`src/rtl/icache_refill_ctrl_if.sv`:
```
// Refill request/response and AHB-Lite master bundle for icache_refill_ctrl.
// master = refill controller side, slave = cache + downstream bus side.
interface icache_refill_ctrl_if #(
    parameter int ADDR_W     = 32,
    parameter int LINE_WORDS = 4,
    parameter int NUM_LINES  = 256
);
    localparam int IDX_W = $clog2(NUM_LINES);
    localparam int TAG_W = ADDR_W - IDX_W - $clog2(LINE_WORDS * 4);

    logic                    miss_req;
    logic [ADDR_W-1:0]       miss_addr;
    logic                    miss_ack;
    logic                    busy;
    logic                    refill_done;
    logic [32*LINE_WORDS-1:0] refill_line;
    logic [IDX_W-1:0]        refill_index;
    logic [TAG_W-1:0]        refill_tag;
    logic                    refill_err;
    logic                    crit_valid;
    logic [31:0]             crit_data;
    logic [ADDR_W-1:0]       m_haddr;
    logic [1:0]              m_htrans;
    logic [2:0]              m_hburst;
    logic [2:0]              m_hsize;
    logic                    m_hwrite;
    logic [31:0]             m_hrdata;
    logic                    m_hready;
    logic                    m_hresp;

    modport master (
        input  miss_req, miss_addr, m_hrdata, m_hready, m_hresp,
        output miss_ack, busy, refill_done, refill_line, refill_index, refill_tag,
               refill_err, crit_valid, crit_data,
               m_haddr, m_htrans, m_hburst, m_hsize, m_hwrite
    );

    modport slave (
        output miss_req, miss_addr, m_hrdata, m_hready, m_hresp,
        input  miss_ack, busy, refill_done, refill_line, refill_index, refill_tag,
               refill_err, crit_valid, crit_data,
               m_haddr, m_htrans, m_hburst, m_hsize, m_hwrite
    );
endinterface

```
`src/rtl/icache_refill_ctrl.sv`:
```
// I-cache miss refill: one critical-word-first AHB WRAP burst per miss, line returned LINE_WORDS+2 cycles after ack (zero wait).
// Stalls on m_hready=0, aborts on ERROR; optional critical-word forward under ICACHE_CRIT_WORD_FWD_EN.
module icache_refill_ctrl #(
    parameter int ADDR_W     = 32,
    parameter int LINE_WORDS = 4,
    parameter int NUM_LINES  = 256
) (
    input  logic                  hclk,
    input  logic                  hrst,
    icache_refill_ctrl_if.master  bus
);
    localparam int WO_W  = $clog2(LINE_WORDS);
    localparam int OFF_W = WO_W + 2;
    localparam int IDX_W = $clog2(NUM_LINES);
    localparam int TAG_W = ADDR_W - IDX_W - OFF_W;
    localparam logic [WO_W:0] LW_C = (WO_W+1)'(LINE_WORDS);
    localparam logic [WO_W:0] LAST = LW_C - 1'b1;
    localparam logic [2:0] BURST = (LINE_WORDS == 16) ? 3'b110 :
                                   (LINE_WORDS == 8)  ? 3'b100 : 3'b010;

    typedef enum logic [2:0] {S_IDLE, S_ADDR, S_DATA, S_DONE, S_ERR1, S_ERR2} state_t;
    state_t state_q, state_d;

    logic [ADDR_W-1:2]        lbase_q;
    logic [WO_W:0]            acnt_q, dcnt_q;
    logic [31:0]              buf_q [LINE_WORDS];
    logic [32*LINE_WORDS-1:0] line_q;
    logic [IDX_W-1:0]         index_q;
    logic [TAG_W-1:0]         tag_q;
    logic [WO_W-1:0]          aword, dword;
    logic [1:0]               htrans;
    logic                     data_ok;
    logic                     unused_addr_bits;

    assign unused_addr_bits = ^bus.miss_addr[1:0];

    // Beat k of the burst sits at word (start + k) mod LINE_WORDS; the upper bits never move.
    assign aword   = lbase_q[OFF_W-1:2] + acnt_q[WO_W-1:0];
    assign dword   = lbase_q[OFF_W-1:2] + dcnt_q[WO_W-1:0];
    assign data_ok = (state_q == S_DATA) && bus.m_hready && !bus.m_hresp;

    always_ff @(posedge hclk or posedge hrst) begin
        if (hrst) state_q <= S_IDLE;
        else      state_q <= state_d;
    end

    always_comb begin
        state_d = state_q;
        htrans  = 2'b00;
        unique case (state_q)
            S_IDLE: if (bus.miss_req) state_d = S_ADDR;
            S_ADDR: begin
                htrans = 2'b10;
                if (bus.m_hready) state_d = S_DATA;
            end
            S_DATA: begin
                if (acnt_q != LW_C) htrans = 2'b11;
                if (bus.m_hresp)                          state_d = bus.m_hready ? S_ERR2 : S_ERR1;
                else if (bus.m_hready && dcnt_q == LAST)  state_d = S_DONE;
            end
            S_DONE:  state_d = S_IDLE;
            S_ERR1:  state_d = S_ERR2;
            S_ERR2:  state_d = S_IDLE;
            default: state_d = S_IDLE;
        endcase
    end

    always_ff @(posedge hclk or posedge hrst) begin
        if (hrst) begin
            lbase_q <= '0;
            acnt_q  <= '0;
            dcnt_q  <= '0;
            line_q  <= '0;
            index_q <= '0;
            tag_q   <= '0;
        end else begin
            if (state_q == S_IDLE && bus.miss_req) begin
                lbase_q <= bus.miss_addr[ADDR_W-1:2];
                acnt_q  <= '0;
                dcnt_q  <= '0;
            end
            if (state_q == S_ADDR && bus.m_hready) acnt_q <= acnt_q + 1'b1;
            if (data_ok) begin
                dcnt_q <= dcnt_q + 1'b1;
                if (acnt_q != LW_C) acnt_q <= acnt_q + 1'b1;
                // Last beat bypasses the buffer so the line is complete in the DONE cycle.
                if (dcnt_q == LAST) begin
                    for (int k = 0; k < LINE_WORDS; k++)
                        line_q[32*k +: 32] <= (WO_W'(k) == dword) ? bus.m_hrdata : buf_q[k];
                    index_q <= lbase_q[OFF_W +: IDX_W];
                    tag_q   <= lbase_q[ADDR_W-1 -: TAG_W];
                end
            end
        end
    end

    always_ff @(posedge hclk) begin
        if (data_ok) buf_q[dword] <= bus.m_hrdata;
    end

`ifdef ICACHE_CRIT_WORD_FWD_EN
    logic        crit_vld_q;
    logic [31:0] crit_dat_q;

    always_ff @(posedge hclk or posedge hrst) begin
        if (hrst) begin
            crit_vld_q <= 1'b0;
            crit_dat_q <= '0;
        end else begin
            crit_vld_q <= data_ok && (dcnt_q == '0);
            if (data_ok && dcnt_q == '0) crit_dat_q <= bus.m_hrdata;
        end
    end

    assign bus.crit_valid = crit_vld_q;
    assign bus.crit_data  = crit_dat_q;
`else
    assign bus.crit_valid = 1'b0;
    assign bus.crit_data  = '0;
`endif

    assign bus.miss_ack     = bus.miss_req && (state_q == S_IDLE);
    assign bus.busy         = (state_q != S_IDLE);
    assign bus.refill_done  = (state_q == S_DONE);
    assign bus.refill_err   = (state_q == S_ERR2);
    assign bus.refill_line  = line_q;
    assign bus.refill_index = index_q;
    assign bus.refill_tag   = tag_q;
    assign bus.m_haddr      = {lbase_q[ADDR_W-1:OFF_W], aword, 2'b00};
    assign bus.m_htrans     = htrans;
    assign bus.m_hburst     = BURST;
    assign bus.m_hsize      = 3'b010;
    assign bus.m_hwrite     = 1'b0;
endmodule

```
`src/flat_wrapper.sv`:
```
// flat-port wrapper written by rule: the top's interface ports become plain ports
module icache_refill_ctrl_flat 
#(
    parameter int ADDR_W     = 32,
    parameter int LINE_WORDS = 4,
    parameter int NUM_LINES  = 256
)
  (hclk, hrst, bus_miss_req, bus_miss_addr, bus_m_hrdata, bus_m_hready, bus_m_hresp, bus_miss_ack, bus_busy, bus_refill_done, bus_refill_line, bus_refill_index, bus_refill_tag, bus_refill_err, bus_crit_valid, bus_crit_data, bus_m_haddr, bus_m_htrans, bus_m_hburst, bus_m_hsize, bus_m_hwrite);
  icache_refill_ctrl_if #(.ADDR_W(ADDR_W), .LINE_WORDS(LINE_WORDS), .NUM_LINES(NUM_LINES)) bus_i ();
  input  logic hclk;
  input  logic hrst;
  input wire logic [$bits(bus_i.miss_req)-1:0] bus_miss_req;
  input wire logic [$bits(bus_i.miss_addr)-1:0] bus_miss_addr;
  input wire logic [$bits(bus_i.m_hrdata)-1:0] bus_m_hrdata;
  input wire logic [$bits(bus_i.m_hready)-1:0] bus_m_hready;
  input wire logic [$bits(bus_i.m_hresp)-1:0] bus_m_hresp;
  output wire logic [$bits(bus_i.miss_ack)-1:0] bus_miss_ack;
  output wire logic [$bits(bus_i.busy)-1:0] bus_busy;
  output wire logic [$bits(bus_i.refill_done)-1:0] bus_refill_done;
  output wire logic [$bits(bus_i.refill_line)-1:0] bus_refill_line;
  output wire logic [$bits(bus_i.refill_index)-1:0] bus_refill_index;
  output wire logic [$bits(bus_i.refill_tag)-1:0] bus_refill_tag;
  output wire logic [$bits(bus_i.refill_err)-1:0] bus_refill_err;
  output wire logic [$bits(bus_i.crit_valid)-1:0] bus_crit_valid;
  output wire logic [$bits(bus_i.crit_data)-1:0] bus_crit_data;
  output wire logic [$bits(bus_i.m_haddr)-1:0] bus_m_haddr;
  output wire logic [$bits(bus_i.m_htrans)-1:0] bus_m_htrans;
  output wire logic [$bits(bus_i.m_hburst)-1:0] bus_m_hburst;
  output wire logic [$bits(bus_i.m_hsize)-1:0] bus_m_hsize;
  output wire logic [$bits(bus_i.m_hwrite)-1:0] bus_m_hwrite;
  assign bus_i.miss_req = bus_miss_req;
  assign bus_i.miss_addr = bus_miss_addr;
  assign bus_i.m_hrdata = bus_m_hrdata;
  assign bus_i.m_hready = bus_m_hready;
  assign bus_i.m_hresp = bus_m_hresp;
  assign bus_miss_ack = bus_i.miss_ack;
  assign bus_busy = bus_i.busy;
  assign bus_refill_done = bus_i.refill_done;
  assign bus_refill_line = bus_i.refill_line;
  assign bus_refill_index = bus_i.refill_index;
  assign bus_refill_tag = bus_i.refill_tag;
  assign bus_refill_err = bus_i.refill_err;
  assign bus_crit_valid = bus_i.crit_valid;
  assign bus_crit_data = bus_i.crit_data;
  assign bus_m_haddr = bus_i.m_haddr;
  assign bus_m_htrans = bus_i.m_htrans;
  assign bus_m_hburst = bus_i.m_hburst;
  assign bus_m_hsize = bus_i.m_hsize;
  assign bus_m_hwrite = bus_i.m_hwrite;
  icache_refill_ctrl #(.ADDR_W(ADDR_W), .LINE_WORDS(LINE_WORDS), .NUM_LINES(NUM_LINES)) u_core (.hclk(hclk), .hrst(hrst), .bus(bus_i));
endmodule
```
`config.mk`:
```
export PLATFORM = sky130hd
export DESIGN_NAME = icache_refill_ctrl_flat
export DESIGN_NICKNAME = d
export VERILOG_FILES = /design/src/rtl/icache_refill_ctrl_if.sv /design/src/rtl/icache_refill_ctrl.sv /design/src/flat_wrapper.sv
export SDC_FILE = /design/constraint.sdc
export NUM_CORES = 1
export LEC_CHECK = 0
export ABC_AREA = 0
export CAP_MARGIN = 40
export CORE_UTILIZATION = 50
export DETAILED_ROUTE_END_ITERATION = 8
export PLACE_DENSITY = 0.92
export RECOVER_POWER = 100
export SYNTH_ARGS = -nofsm -noshare
export SYNTH_HDL_FRONTEND = slang
export SYNTH_SLANG_ARGS = --single-unit
export TNS_END_PERCENT = 30
```
`constraint.sdc`:
```
create_clock -name hclk -period 8.55 [get_ports hclk]
set_input_delay 1.71 -clock hclk [delete_from_list [all_inputs] [get_ports hclk]]
set_output_delay 1.71 -clock hclk [all_outputs]
set_load 0.05 [all_outputs]
```
==> summary.txt, run 1 <==
CP Class - primary input to flip-flop
Worst r2r src - u_core.dcnt_q[1]
Iteration-0 DRC count of the detailed router - 539
Mux share of post-synthesis cell area - 7.97%
Clock power frac - 29.2%
Switching share of total power - 37.1%
Cell variety after synth - 41
Ys flop type - dfrtp_1
Overall Global Routing Usage - 23.3%
Gr ovfl total - 0
Top-count cell post-synth - dfrtp_1
Failing checks - capacitance limit, slew limit
Post-synth EDFFs - 128
Worst path required time - 8.93 ns
Crit share post-route - 72.1%
IO Port Bufs - 258
Core area - 25,500 um2
Grt met3 use - 6.41%
Seq cells post-synth - 323
Layout cells sized above 1 - 7.15%
Pwr dens - 298 nW/um2
Syn Inst Count - 1,053
ANT nets after route - 0
Nets - 1,351
RSZ-0062 raised after global routing - false
Setup tns final - 0 ns
CTS Buf Count - 34
Worst Path Arrival - 6.54 ns
Internal Power - 3.13 mW
Pleak - 7.27 nW
HP Start - u_core.buf_q[3][26]
Synth top area cells - dfrtp_1 (37%), edfxtp_1 (29%), mux2i_1 (5.5%)
Worst relative slew slack - -59.9%
Critical path launch point type - primary input
R2R Setup Slk - 3.51 ns
Sequential Power Share - 37.2%
Synthesized area per cell - 12.5 um2
Final min period - 6.17 ns
Wire per inst - 19.0 um
Synth Area in Adders - 0.571%
Root Driver - clkbuf_16
Die ar. - 26,900 um2
NetSw - 1.85 mW
Synth Area in XOR/XNOR - 0.485%
Largest family of logic cells by synthesized area - simple AND/OR/NAND/NOR gates
Worst-Margin Slew - 2.40 ns
Grt peak-use layer - met2
Initial core utilization - 51.6%
Htree depth - 2
Boundary Pins - 303
Sequential-to-total area share from yosys stat - 66.4%
Max Slew Vio Count - 243
Syn-to-layout area delta - 27.3%
Largest net degree at the start of global routing - 97
Simple-gate share of the synthesized area - 9.13%
Via count - 8,822
Reg2reg path depth - 8
Hold_buf cts - 0
Core Rows - 58
Power, Total - 4.98 mW
Fin worst setup slack - 2.38 ns
Met2 Resource Use GR - 39.4%
Antenna violations before repair - 1
Hold crit path type - flip-flop to flip-flop
CTS Sinks - 323
Global-route wire length before repair - 48.4 mm
Min-Delay Path Depth - 2
Outcome - finished, violations left
Yosys warning total - 0
Die W - 164 um
DRT Pass-1 Iters - 5
Crit path max fanout - 96
Post-CTS Setup Inserts - 0
VDD IR-drop max - 0.000186 V
Placer Congestion - 0.768
CTS tree - done
Fraction of registers with async set/reset - 60.4%
Vias in the first global route - 9,059
Clk_lat worst skew - 0.50 ns
Synth top area share - 37.1%
# setup viols final - 0
Synthesized area - 13,100 um2
CTS resizes - 0
Worst r2r dst - bus_refill_line[97]
Vias/cell - 5.41
Worst-path clk slew - 0.06 ns
FMAX - 162 MHz
Cell taking the most area after synthesis - dfrtp_1
Top cells by count, synth - dfrtp_1 (195), edfxtp_1 (128), nand2_1 (123)
Hold endpoint - bus_refill_line[122]
Clk buf depth - 3
Post-DP HPWL - 19.6 mm
CP Capture Type - flip-flop
Met1 GRT Util - 28.0%
Hold Vio Cnt, Final - 0
Synth Area in Compound Gates - 7.22%
DP Worst Slack - 3.60 ns
# DRC - 0
Logic pwr share - 33.6%
MaxCap Viol Count - 4
Setup Skew - 0.0167 ns
Total wire length - 31.0 mm
Die height - 164 um
-- sequential cells by signal, summed over array words and instances, names as in the netlist --
name                     cells
u_core.state_q               3
u_core.bus.refill_tag       20
u_core.bus.refill_index      8
u_core.lbase_q              30
u_core.dcnt_q                3
bus_refill_line            128
u_core.acnt_q                3
u_core.buf_q               128
-- area by class of cell --
type	count	area (um2)
Sequential cell	323	8720
Clock buffer	52	1050
Tap cell	330	413
Clock inverter	8	68.8
Timing Repair Buffer	278	2750
Inverter	63	238
Antenna cell	1	2.50
Multi-Input combinational cell	576	3490
Fill cell	1753	8740
-- routing by layer --
layer,routed length [um],share of wire (%),vias up
li1,-,-,4017
met1,12000,39,4369
met2,15600,50,349
met3,2270,7.3,87
met4,1170,3.8,0
met5,0,0,-
-- power groups by stage --
stage	logic, mW	clock network (mW)	registers (mW)
final	1.67	1.45	1.85
after floorplan	1.23	0	1.97
after detailed placement	1.74	0	1.88
after global placement	1.69	0	1.87
after CTS	1.75	1.48	1.86
after global routing	1.78	1.54	1.87
-- through the flow --
stage,instance area [um2],hold slack (ns),utilization [%],cells
after global routing,16700,0.492,65.7,1631
after CTS,16800,0.476,66.1,1630
after floorplan,13300,0.453,-,1093
final,16700,0.474,65.7,1631
after global placement,15600,0.454,61.2,1565
after detailed placement,15700,0.461,61.7,1570
-- logic make-up (layout without fill, tap and decap cells) --
kind of cell,count (synthesis),after routing
AND/OR/NAND/NOR,281,281
flip-flops,323,323
AO/OA/AOI/OAI,142,142
buffers and inverters,194,401
multiplexers,101,101
adder cells (fa/ha/maj),6,6
XOR/XNOR,4,4
other,2,43
-- critical path: stages --
cell and delay [ns]:
dlygate4sd3_1 0.64, nor4_1 0.39, clkbuf_1 1.75, clkbuf_2 1.50, nand2_1 0.22, o221ai_1 0.24
-- worst max-delay path by stage --
stage / startpoint / endpoint / slack, ns / depth (start not counted)
global placement: bus_miss_req / bus_miss_ack / 3.60 / 4
global route: bus_m_hresp / bus_refill_line[101] / 1.95 / 6
detailed placement: bus_miss_req / bus_miss_ack / 3.60 / 4
floorplan: hrst / bus_refill_line[0] / 1.53 / 1
finish: bus_m_hresp / bus_refill_line[97] / 2.38 / 6
CTS: bus_miss_req / bus_miss_ack / 3.59 / 4
-- cell usage in the layout, fill, tap and decap left out, types with 2 or more instances in the layout --
master / Yosys / routed
a21oi_1: 75 / 75
and3_1: 2 / 2
buf_16: 0 / 3
buf_4: 77 / 5
clkbuf_1: 17 / 19
clkbuf_16: 0 / 37
clkbuf_8: 0 / 7
clkdlybuf4s50_1: 0 / 30
clkinv_1: 0 / 2
clkinv_2: 0 / 3
conb_1: 2 / 42
dfrtp_1: 195 / 195
dlygate4sd3_1: 0 / 228
edfxtp_1: 128 / 128
ha_1: 6 / 6
inv_1: 63 / 62
mux2_1: 0 / 2
mux2_2: 29 / 27
mux2i_1: 72 / 72
nand2_1: 123 / 121
nand2_2: 0 / 2
nand2b_1: 6 / 6
nand3_1: 57 / 57
nor2_1: 79 / 79
nor2_4: 1 / 2
nor2b_1: 2 / 2
nor3_1: 4 / 4
o211ai_1: 2 / 2
o21ai_0: 2 / 2
o221ai_1: 56 / 56
xnor2_1: 2 / 2
Note: power is estimated with default switching activity, not from simulation.
==> run 2, diff against run 1 <==
- CORE_UTILIZATION: 50 -> 45
- PLACE_DENSITY: 0.92 -> 0.88
- clock period: 8.55 -> 5.5 ns (I/O delays scaled with it)
==> run 2 against run 1 <==
Against the previous run:
- the run still ends with capacitance limit, slew limit left
- via count down 0.77%
- routed wire length down 3.7%
- utilization down 7.4 points
- combinational power up 55%
- count of clock-buffer cells in the layout down 3
- worst setup slack worse by 1.1 ns
- first-iteration DRC count up 9.6%
- non-clock buffer count down 5
- register-to-register slack worse by 1.7 ns
- largest cell class unchanged
- largest power group unchanged
==> summary.txt, run 2 (synthesis results as in run 1) <==
Worst-Margin Slew - 2.43 ns
# DRC - 0
Via count - 8,754
Power, Total - 7.69 mW
Commonest cells after routing, fill and taps aside - dlygate4sd3_1 (227), dfrtp_1 (195), edfxtp_1 (128), nand2_1 (121), nor2_1 (79)
Post-DP HPWL - 19.0 mm
Vias/cell - 5.21
DR WL met2 - 14.3 mm
Setup tns final - 0 ns
ANT nets after route - 0
Gr ovfl total - 0
CTS Buf Count - 34
Global-route wire length before repair - 47.6 mm
Post-CTS Setup Inserts - 0
Crit path cell chain - dlygate4sd3_1 -> nor4_4 -> clkbuf_4 -> nand2_1 -> o221ai_1
Crit path max fanout - 232
Total wire length - 29.9 mm
Die height - 173 um
Die ar. - 29,900 um2
Worst-path clk slew - 0.06 ns
Pleak - 7.24 nW
Critical path launch point type - primary input
Worst Path Arrival - 4.63 ns
Largest net degree at the start of global routing - 233
IO Port Bufs - 258
Setup Skew - 0.0257 ns
DRT Pass-1 Iters - 4
Htree depth - 2
Iteration-0 DRC count of the detailed router - 591
CTS Sinks - 323
CP Class - primary input to flip-flop
Core Rows - 62
Critical path's slowest cell - clkbuf_4
Clk buf depth - 3
Boundary Pins - 303
Hold Vio Cnt, Final - 0
M1 wire length - 12.0 mm
FMAX - 235 MHz
CP peak stage delay - 1.60 ns
Initial core utilization - 45.8%
CP Capture Type - flip-flop
Wire per inst - 17.8 um
Most common cell after layout, fill and taps aside - dlygate4sd3_1
Final min period - 4.26 ns
Core area - 28,700 um2
Hold crit path type - flip-flop to flip-flop
Crit share post-route - 77.4%
Syn-to-layout area delta - 27.3%
Worst path required time - 5.87 ns
Post-Layout Cell Count - 1,680
Pwr dens - 460 nW/um2
# setup viols final - 0
Root Driver - clkbuf_16
DR top layer - met4
R2R Setup Slk - 1.77 ns
Overall Global Routing Usage - 20.1%
Antenna violations before repair - 1
Failing checks - capacitance limit, slew limit
Layout cells sized above 1 - 7.49%
Met3 wire len - 2.63 mm
CTS tree - done
MaxCap Viol Count - 5
Placer Congestion - 0.803
Clk_lat worst skew - 0.51 ns
Vias in the first global route - 8,735
VDD IR-drop max - 0.000355 V
RSZ-0062 raised after global routing - false
Die W - 173 um
FILL cells - 2,222
CTS resizes - 0
Nets - 1,346
Outcome - finished, violations left
# placed instances - 1,619
Hold_buf cts - 0
Worst relative slew slack - -61.9%
Max Slew Vio Count - 413
==> run 2: cell count changes in the layout (fill, tap and decap cells not counted), sizes merged <==
cell         previous run  this run
buf                     8         7
clkbuf                 64        58
clkinv                  5         8
clkinvlp                2         1
dlygate4sd3           228       227
inv                    63        64
==> run 2: worst max-delay path, delay by kind of cell <==
kind / cells / cell delay (ns)
compound gates: 1 / 0.30
simple gates: 2 / 0.62
buf+inv: 2 / 2.27
==> run 2: worst paths after layout <==
check,start,endpoint,depth (start not counted)
setup / recovery,bus_m_hresp,bus_refill_line[122],5
hold / removal,u_core.buf_q[1][8],bus_refill_line[40],2
setup reg to reg,u_core.dcnt_q[1],bus_refill_line[122],7
hold reg to reg,u_core.buf_q[1][8],bus_refill_line[40],2
max in group asynchronous,hrst,bus_refill_line[34],3
min in group asynchronous,hrst,bus_refill_line[70],2
==> run 2: metrics by stage <==
stage	cell area [um2]	setup WS, ns	utilization (%)	hold slack [ns]
floorplan	13300	1.05	-	0.453
global route	16700	1.06	58.3	0.491
global placement	15700	1.96	54.5	0.455
detailed placement	15700	2.08	54.8	0.460
finish	16700	1.24	58.3	0.477
CTS	16800	2.07	58.6	0.476
==> run 2: power by group <==
part,switching [mW],leakage [nW],internal (mW)
Combinational,1.82,3.15,0.776
Sequential,0.144,3.55,2.73
Clock,0.898,0.546,1.33
Total,2.86,7.24,4.83
==> run 2: final cells by class <==
class / count / area, um2 / area share, %
Antenna cell: 1 / 2.50 / 0.0150
Clock buffer: 49 / 1010 / 6.03
Clock inverter: 11 / 95.1 / 0.569
Inverter: 63 / 238 / 1.42
Multi-Input combinational cell: 576 / 3500 / 20.9
Sequential cell: 323 / 8720 / 52.2
Tap cell: 384 / 480 / 2.87
Timing Repair Buffer: 273 / 2680 / 16.0
==> run 2: layer usage <==
layer / vias to the layer above / global-route usage (%)
li1: 4009 / -
met3: 65 / 5.58
met5: - / 0
met4: 0 / 7.63
met1: 4287 / 25.7
met2: 393 / 32.5
==> run 3, diff against run 2 <==
- clock period: 5.5 -> 3.4 ns (I/O delays scaled with it)
==> run 3 against run 2 <==
Against the previous run:
- the run still ends with capacitance limit, slew limit left
- via count grew 0.19%
- first-iteration DRC count down 1.0%
- die area is the same
- non-clock buffer count increased by 10
- sequential share of layout area fell by 0.36 points
- register-to-register slack got worse by 1.4 ns
- final cell count rose by 0.77%
- worst setup slack lost 0.95 ns
- hold slack got worse by 0.0081 ns
- utilization is 0.41 points higher
- count of clock-buffer cells in the layout fell by 1
- clock power up 66%
==> summary.txt, run 3 (synthesis results as in run 1) <==
CTS Sinks - 323
CP peak stage delay - 0.78 ns
# DRC - 0
MaxCap Viol Count - 1
NetSw - 4.64 mW
CP Capture Type - flip-flop
Internal Power - 8.03 mW
Failing checks - capacitance limit, slew limit
# setup viols final - 0
Final Cell Area - 16,800 um2
Outcome - finished, violations left
Setup tns final - 0 ns
Dpl cell area - 15,900 um2
Critical path launch point type - primary input
Crit path cell chain - dlygate4sd3_1 -> nand2b_1 -> nor4_1 -> buf_12 -> clkbuf_4 -> nand2_1 -> o221ai_1
CTS resizes - 0
FILL cells - 2,193
Most common cell after layout, fill and taps aside - dlygate4sd3_1
Syn-to-layout area delta - 28.1%
Final min period - 3.10 ns
Worst path required time - 3.79 ns
Post-DP HPWL - 19.6 mm
Antenna violations before repair - 2
DRT Pass-1 Iters - 5
Layout cells sized above 1 - 7.80%
Clk buf depth - 3
Pwr dens - 752 nW/um2
Clock power frac - 29.1%
Global-route wire length before repair - 49.0 mm
Clk_lat worst skew - 0.50 ns
IO Port Bufs - 258
Die ar. - 29,900 um2
Vias in the first global route - 8,944
CTS Buf Count - 35
VDD IR-drop max - 0.000464 V
Worst Path Arrival - 3.49 ns
Nets - 1,357
Core area - 28,700 um2
Power, Total - 12.7 mW
Iteration-0 DRC count of the detailed router - 585
Total wire length - 30.8 mm
Die W - 173 um
Largest net degree at the start of global routing - 95
Crit path buf inv count - 3
Logic pwr share - 34.1%
Hold crit path type - flip-flop to flip-flop
Commonest cells after routing, fill and taps aside - dlygate4sd3_1 (226), dfrtp_1 (195), edfxtp_1 (128), nand2_1 (123), nor2_1 (81)
Hold_buf cts - 0
RSZ-0062 raised after global routing - false
Initial core utilization - 45.8%
Sequential Power Share - 36.7%
Switching share of total power - 36.6%
Gr ovfl total - 0
Max Slew Vio Count - 33
Via count - 8,771
Setup Skew - 0.0165 ns
Worst-Margin Slew - 1.54 ns
Post-CTS Setup Inserts - 0
CTS tree - done
Vias/cell - 5.18
Core Rows - 62
Die height - 173 um
Crit share post-route - 91.3%
Placer Congestion - 0.797
Wire per inst - 18.2 um
Worst-path clk slew - 0.06 ns
Hold Vio Cnt, Final - 0
Cell family with most CP delay - buffers and inverters
Root Driver - clkbuf_16
Overall Global Routing Usage - 20.8%
DP Worst Slack - 0.531 ns
CP Class - primary input to flip-flop
Fin worst setup slack - 0.295 ns
Boundary Pins - 303
Worst relative slew slack - -2.96%
FMAX - 322 MHz
ANT nets after route - 0
Pleak - 7.31 nW
Crit path max fanout - 94
Htree depth - 2
Critical path's slowest cell - clkbuf_4
[run 3: cell types whose count changed in the layout (fill, tap and decap cells not counted), sizes merged]
cell / previous run / this run
clkinvlp: 1 / 2
inv: 64 / 62
bufinv: 1 / 2
clkinv: 8 / 11
clkbuf: 58 / 66
buf: 7 / 8
diode: 1 / 2
dlygate4sd3: 227 / 226
clkdlybuf4s50: 30 / 31
[run 3: per-stage QoR]
stage,hold WS [ns],utilization (%),instances
3_3_place_gp,0.453,55.3,1628
2_1_floorplan,0.453,-,1093
3_5_place_dp,0.462,55.4,1629
4_1_cts,0.469,59.3,1691
6_report,0.469,58.7,1693
5_1_grt,0.484,58.7,1693
[run 3: metal layers]
metal / GRT usage, % / part of all wire [%] / routed length [um] / vias up
li1: - / - / - / 4030
met1: 26.1 / 41 / 12500 / 4326
met2: 34.2 / 49 / 15000 / 357
met3: 5.91 / 8.0 / 2460 / 58
met4: 7.67 / 2.8 / 850 / 0
met5: 0 / 0 / 0 / -
[run 3: final timing paths]
kind	from	endpoint	slack [ns]	cells after the start
worst max register to register	u_core.dcnt_q[1]	bus_refill_line[52]	0.40	8
worst min register to register	u_core.buf_q[1][13]	bus_refill_line[45]	0.47	2
worst max-delay path	bus_m_hready	bus_refill_line[52]	0.30	7
max in group asynchronous	hrst	bus_refill_line[22]	0.91	3
worst min-delay path	u_core.buf_q[1][13]	bus_refill_line[45]	0.47	2
min in group asynchronous	hrst	bus_refill_line[8]	0.94	2
[run 3: layout make-up]
type                       instances  area, um2  area share [%]
clock buffer                      48       1010            5.98
clock inverter                    14        125           0.743
tap                              384        480            2.85
timing repair buffer             283       2800            16.6
inverter                          63        238            1.41
sequential                       323       8720            51.8
antenna                            2       5.00          0.0297
multi-input combinational        576       3470            20.6
[run 3: worst reg2reg max path, cell delays in order (launching register included)]
cell      delay [ns]
dfrtp_1         0.41
ha_1            0.17
ha_1            0.17
inv_1           0.05
nor4_1          0.59
buf_12          0.25
clkbuf_4        0.79
nand2_1         0.23
o221ai_1        0.24
[run 3: power by group through the flow]
stage	registers, mW	logic [mW]	clock network (mW)
4_1_cts	4.66	4.57	3.77
2_1_floorplan	4.96	3.08	0
3_5_place_dp	4.73	4.55	0
6_report	4.65	4.32	3.69
5_1_grt	4.71	4.60	3.90
3_3_place_gp	4.71	4.40	0
